`config.mk`:
```
export PLATFORM = sky130hd
export DESIGN_NAME = shim_integ_thresh_mon
export DESIGN_NICKNAME = d
export VERILOG_FILES = /design/src/rtl/shim_integ_thresh_mon_pkg.sv /design/src/rtl/shim_integ_thresh_mon_acc_ch.sv /design/src/rtl/shim_integ_thresh_mon.sv
export SDC_FILE = /design/constraint.sdc
export NUM_CORES = 2
export LEC_CHECK = 0
export BUFFER_PORTS_ARGS = -buffer_cell sky130_fd_sc_hd__buf_2
export CAP_MARGIN = 15
export CORE_UTILIZATION = 40
export CTS_BUF_LIST = sky130_fd_sc_hd__clkbuf_16
export DETAILED_ROUTE_END_ITERATION = 16
export HOLD_SLACK_MARGIN = 0.02
export PLACE_DENSITY = 0.62
export SETUP_SLACK_MARGIN = 0.15
export SYNTH_ARGS = -nofsm -noshare
export SYNTH_HDL_FRONTEND = slang
export SYNTH_SLANG_ARGS = --single-unit
```
`constraint.sdc`:
```
create_clock -name clk -period 45.1 [get_ports clk]
set_input_delay 4.51 -clock clk [delete_from_list [all_inputs] [get_ports clk]]
set_output_delay 4.51 -clock clk [all_outputs]
set_load 0.02 [all_outputs]
```
`src/rtl/shim_integ_thresh_mon_pkg.sv`:
```
// ============================================================================
// shim_integ_thresh_mon_pkg : shared types, defaults and helpers for the
// windowed threshold monitor.                                  Rev 1.0
// ============================================================================
`default_nettype none

package shim_integ_thresh_mon_pkg;

   localparam int c_term_w         = 17;
   localparam int c_mag_w          = 15;
   localparam int c_acc_w_def      = 48;
   localparam int c_min_window_def = 4;

   typedef enum logic [1:0] {
      ST_IDLE  = 2'd0,
      ST_RUN   = 2'd1,
      ST_FAULT = 2'd2
   } state_t;

   // |x| folded into 15 bits; the one unrepresentable magnitude saturates.
   function automatic logic [c_mag_w-1:0] abs_sat(input logic signed [15:0] x);
      if (x == 16'sh8000)
         return 15'h7FFF;
      return x[15] ? 15'(-x) : x[14:0];
   endfunction

endpackage

`default_nettype wire

```
`src/rtl/shim_integ_thresh_mon_acc_ch.sv`:
```
// ============================================================================
// shim_integ_thresh_mon_acc_ch : one channel's signed window accumulator.
// Rev 1.0
// ============================================================================
`default_nettype none

module shim_integ_thresh_mon_acc_ch
   import shim_integ_thresh_mon_pkg::*;
#(
   parameter int ACC_W = c_acc_w_def
) (
   input  logic                       clk,
   input  logic                       rst,
   input  logic                       add_en,
   input  logic signed [c_term_w-1:0] term,
   input  logic                       clr,
   output logic signed [ACC_W-1:0]    acc_next
);

   logic signed [ACC_W-1:0] r_acc;
   logic signed [ACC_W-1:0] w_term_ext;

   assign w_term_ext = {{(ACC_W-c_term_w){term[c_term_w-1]}}, term};
   // acc_next includes a sample arriving in the same cycle as clr, so the
   // window-final value sees the last sample even though r_acc is zeroed.
   assign acc_next   = add_en ? (r_acc + w_term_ext) : r_acc;

   always_ff @(posedge clk or posedge rst) begin
      if (rst)
         r_acc <= '0;
      else if (clr)
         r_acc <= '0;
      else if (add_en)
         r_acc <= acc_next;
   end

endmodule

`default_nettype wire

```
`src/rtl/shim_integ_thresh_mon.sv`:
```
// ============================================================================
// shim_integ_thresh_mon : per-channel (|sample| - threshold) integrator with
// sticky over-threshold fault flags evaluated at each window end.  Rev 1.0
// ============================================================================
`default_nettype none

module shim_integ_thresh_mon
   import shim_integ_thresh_mon_pkg::*;
#(
   parameter  int CHANNELS   = 8,
   parameter  int ACC_W      = c_acc_w_def,
   parameter  int MIN_WINDOW = c_min_window_def,
   localparam int CH_W       = (CHANNELS > 1) ? $clog2(CHANNELS) : 1
) (
   input  logic                clk,
   input  logic                rst,
   input  logic                integ_en,
   input  logic [14:0]         integ_thresh_avg,
   input  logic [31:0]         integ_window,
   input  logic signed [15:0]  din,
   input  logic [CH_W-1:0]     din_ch,
   input  logic                din_valid,
   output logic                running,
   output logic                window_done,
   output logic                over_thresh,
   output logic [CHANNELS-1:0] over_thresh_ch,
   output logic                cfg_err
);

   state_t                     r_state;
   logic [14:0]                r_thr;
   logic [31:0]                r_win_m1;
   logic [31:0]                r_wcnt;

   logic [c_mag_w-1:0]         w_mag;
   logic signed [c_term_w-1:0] w_term;
   logic                       w_ch_ok;
   logic                       w_last;
   logic                       w_clr;
   logic [CHANNELS-1:0]        w_add_en;
   logic [CHANNELS-1:0]        w_pos;
   logic signed [ACC_W-1:0]    w_acc_next [CHANNELS];

   assign w_mag   = abs_sat(din);
   assign w_term  = $signed({2'b00, w_mag}) - $signed({2'b00, r_thr});
   assign w_ch_ok = ({{(32-CH_W){1'b0}}, din_ch} < 32'(CHANNELS));
   assign w_last  = (r_state == ST_RUN) && (r_wcnt == 32'd0);
   // Accumulators sit at zero in IDLE, reset on RUN exit and at every window end; FAULT holds them.
   assign w_clr   = (r_state == ST_IDLE) || ((r_state == ST_RUN) && (!integ_en || w_last));

   for (genvar gi = 0; gi < CHANNELS; gi++) begin : g_ch
      assign w_add_en[gi] = (r_state == ST_RUN) && din_valid && w_ch_ok
                            && (din_ch == CH_W'(gi));
      assign w_pos[gi]    = (w_acc_next[gi] > 0);

      shim_integ_thresh_mon_acc_ch #(
         .ACC_W    (ACC_W)
      ) u_acc (
         .clk      (clk),
         .rst      (rst),
         .add_en   (w_add_en[gi]),
         .term     (w_term),
         .clr      (w_clr),
         .acc_next (w_acc_next[gi])
      );
   end

   always_ff @(posedge clk or posedge rst) begin
      if (rst) begin
         r_state        <= ST_IDLE;
         r_thr          <= '0;
         r_win_m1       <= '0;
         r_wcnt         <= '0;
         running        <= 1'b0;
         window_done    <= 1'b0;
         over_thresh    <= 1'b0;
         over_thresh_ch <= '0;
         cfg_err        <= 1'b0;
      end else begin
         window_done <= 1'b0;
         case (r_state)
            ST_IDLE: begin
               if (!integ_en) begin
                  cfg_err <= 1'b0;
               end else if (integ_window >= 32'(MIN_WINDOW)) begin
                  r_state  <= ST_RUN;
                  running  <= 1'b1;
                  r_thr    <= integ_thresh_avg;
                  r_win_m1 <= integ_window - 32'd1;
                  r_wcnt   <= integ_window - 32'd1;
               end else begin
                  cfg_err <= 1'b1;
               end
            end
            ST_RUN: begin
               if (!integ_en) begin
                  r_state <= ST_IDLE;
                  running <= 1'b0;
               end else if (w_last) begin
                  window_done    <= 1'b1;
                  over_thresh_ch <= over_thresh_ch | w_pos;
                  r_wcnt         <= r_win_m1;
                  if (|w_pos) begin
                     r_state     <= ST_FAULT;
                     running     <= 1'b0;
                     over_thresh <= 1'b1;
                  end
               end else begin
                  r_wcnt <= r_wcnt - 32'd1;
               end
            end
            ST_FAULT: begin
               if (!integ_en) begin
                  r_state        <= ST_IDLE;
                  over_thresh    <= 1'b0;
                  over_thresh_ch <= '0;
                  cfg_err        <= 1'b0;
               end
            end
            default: begin
               r_state <= ST_IDLE;
               running <= 1'b0;
            end
         endcase
      end
   end

endmodule

`default_nettype wire

```
==> out/qor.txt <==
Reg-to-Reg End - over_thresh$_DFFE_PP0P_
DP HPWL - 105.6 mm
Primary FF master, synth - dfrtp_1
RSZ-0062 raised after global routing - no
CTS Sinks - 477
DR iter-0 viols - 4084
via-per-instance ratio - 6.081
boundary pin count - 82
cell mode on critical path - ha_1
WL/cell - 19.41 µm
crit path capture type - flip-flop
vias - 46410
Unique masters post-synth - 107
layout cells sized above 1 - 0.05814
Reg area - 11940 µm²
initial antenna violation count - 10
R2R depth - 26
met1 usage - 0.3422
clk buf depth - 3
Worst-Skew Late Latency - 670 ps
crit path to - over_thresh$_DFFE_PP0P_
grt ovf - 0
postcts setup bufs - 0
synth-to-layout area growth - 8.312%
syn avg cell area - 7.557 µm²
grt met3 use - 0.03020
Achievable Freq - 70.84 MHz
Net Count, Synth - 6682
Worst slew margin - 0.3202
Worst Clk Skew - 43.40 ps
Critical Path AT - 14680 ps
Setup TNS - 0 ps
MaxCap Viol Count - 0
Die Span X - 344.4 µm
clk slew on worst S/H paths - 60 ps
Max VDD drop - 0.03754 mV
H-tree Lvls - 3
CTS root buf - clkbuf_16
busiest grt layer - met2
GPL Wtd Cong - 0.9738
vias in the first global route - 43734
post_cts resized - 0
register area share after synthesis - 0.2545
Synth area leader - dfrtp_1
run status - completed
Die H - 344.4 µm
Pre-antenna DRT Iters - 6
largest net degree at the start of global routing - 168
Power Total - 2.135 mW
worst slew pin tran - 1012 ps
EDFF count, synth - 0
Yosys reg bits - 477
YS warnings - 0
met2 usage - 0.3910
Cell Pwr Density - 42.02 nW/µm²
slowest CP cell - buf_4
critical path peak fanout - 92
Leakage - 21.88 nW
fillcell total - 11682
Hold Buf Count CTS - 0
required time of the critical path - 45660 ps
Initial Util - 0.4036
Worst R2R Setup Slack - 36400 ps
top-area cell type share of the netlist area - 0.2545
Nets - 6531
Detailed Route WL - 148.2 mm
row count - 125
crit path launch - din[0]
synthesized area - 46900 µm²
Antenna Nets Post-Route - 0
fin. max-slew vios - 0
CP startpoint kind - input pin
Core Area - 116200 µm²
total count of hold-check failures in the final report - 0
Tcrit/Tclk final - 0.3130
GRT Util Overall - 0.2444
kind of critical path - input pin to flip-flop
largest stage delay on the critical path - 740 ps
CTS tree - built
Min-Delay Path Class - flip-flop to flip-flop
TritonCTS Buffers - 67
Die Footprint - 118600 µm²
ranking of synthesized cells by area - dfrtp_1, ha_1, a21oi_1
PortBufs - 81
Post-Synthesis Cells - 6207
first-pass GRT wire length - 237.4 mm
count of final setup violators - 0
worst reg2reg path startpoint - r_thr[1]$_DFFE_PP0P_
drt drc - 0
multi-input logic area - 33340 µm²
post-route minimum period - 14120 ps
fraction of registers with async set/reset - 1.000
==> stage by stage <==
stage	instances	hold WS (ps)	setup WS, ps	utilization	cell area, µm²
floorplan	6207	444.7	27280	-	46910
global placement	7511	463.2	30560	0.4174	48510
detailed placement	7511	468.9	30460	0.4174	48510
CTS	7630	482.4	31130	0.4371	50800
global route	7631	504.0	30440	0.4372	50800
finish	7632	479.8	30980	0.4372	50800
==> area by class of cell <==
type | count | share of cell area
Multi-Input combinational cell | 5250 | 0.6563
Sequential cell | 477 | 0.2350
Tap cell | 1524 | 0.03753
Clock buffer | 67 | 0.03300
Timing Repair Buffer | 135 | 0.01645
Clock inverter | 52 | 0.01212
Inverter | 125 | 0.009531
Antenna cell | 2 | 0.00009851
==> how the worst min path moves through the flow <==
stage / from / end / slack (ps) / cells after the start
2_1_floorplan: r_win_m1[1]$_DFFE_PP0P_ / r_win_m1[1]$_DFFE_PP0P_ / 440 / 2
3_3_place_gp: r_win_m1[17]$_DFFE_PP0P_ / r_win_m1[17]$_DFFE_PP0P_ / 460 / 2
3_5_place_dp: r_win_m1[1]$_DFFE_PP0P_ / r_win_m1[1]$_DFFE_PP0P_ / 470 / 2
4_1_cts: r_win_m1[1]$_DFFE_PP0P_ / r_win_m1[1]$_DFFE_PP0P_ / 480 / 2
5_1_grt: r_win_m1[6]$_DFFE_PP0P_ / r_win_m1[6]$_DFFE_PP0P_ / 500 / 2
6_report: r_win_m1[1]$_DFFE_PP0P_ / r_win_m1[1]$_DFFE_PP0P_ / 480 / 2
==> placed cells by master, fill, tap and decap left out, types with 39 or more instances in the layout <==
cell and instances:
buf_4 52, and3_1 67, xnor2_1 208, dfrtp_1 477, nand2_1 798, nor3_1 174
nand2b_1 47, a31oi_1 70, o211ai_1 69, inv_1 125, nand3_1 127, xor2_1 128
clkbuf_16 67, or3_1 48, o31ai_1 39, buf_2 81, a21o_1 110, and2_1 99
nor2_1 612, nand4_1 157, o21ai_1 64, o21bai_1 44, a211oi_1 100, nor4_1 74
a21oi_1 710, o21a_1 90, o21ai_0 363, mux2i_1 95, ha_1 396
==> worst max-delay path, delay by kind of cell <==
family | cells | cell delay [ps]
AND/OR/NAND/NOR | 12 | 3600
XOR/XNOR | 1 | 210
buffers and inverters | 5 | 2070
adder cells (fa/ha/maj) | 3 | 880
AO/OA/AOI/OAI | 13 | 3320
==> logic make-up after synthesis <==
family                     after synthesis  synth area share
buffers and inverters                  480           0.03892
and+or+nand+nor                       2420            0.2451
xor gates and xnor gates               345           0.06442
AOI/OAI and AO/OA                     1954            0.2598
adders and majority gates              405            0.1095
muxes                                  126           0.02772
DFF                                    477            0.2545
==> sequential cells by signal, summed over array words and instances (netlist names), 2 cells and up <==
register and cells:
r_wcnt 32, g_ch.u_acc.r_acc 384, over_thresh_ch 8, r_state 2, r_win_m1 32, r_thr 15
==> synthesized netlist by cell type (all sizes together), types with 16 or more instances <==
cell,instances
buf,41
o21a,90
o211ai,69
a211oi,104
xor2,130
o22ai,16
nand4,157
nor4,78
o221ai,19
a21oi,713
inv,124
nor2,622
mux2i,95
or3,48
nand2b,47
a21boi,18
a211o,25
nand2,805
o21ai,427
mux2,31
nor4b,16
a221oi,21
nand3,129
nor2b,38
a22o,25
a31oi,72
or4,38
o21bai,44
o31ai,41
nor3,176
and2,101
ha,396
nor3b,16
xnor2,215
o2111ai,16
and3,68
dfrtp,477
or2,20
a21o,110
and4,24
clkbuf,314
==> report_power, final <==
| part | switching (mW) | leakage [nW] | internal [mW] |
|---|---|---|---|
| registers | 0.0163 | 6.50 | 0.448 |
| clock network | 0.228 | 1.12 | 0.337 |
| logic | 0.744 | 14.3 | 0.361 |
| total | 0.989 | 21.9 | 1.15 |
==> metal layers <==
layer,vias to the layer above,wire (µm)
met4,8,3891
met3,250,8579
li1,22504,-
met5,-,43
met2,1400,66640
met1,22248,69010
Power figures use the tool's default switching activity.
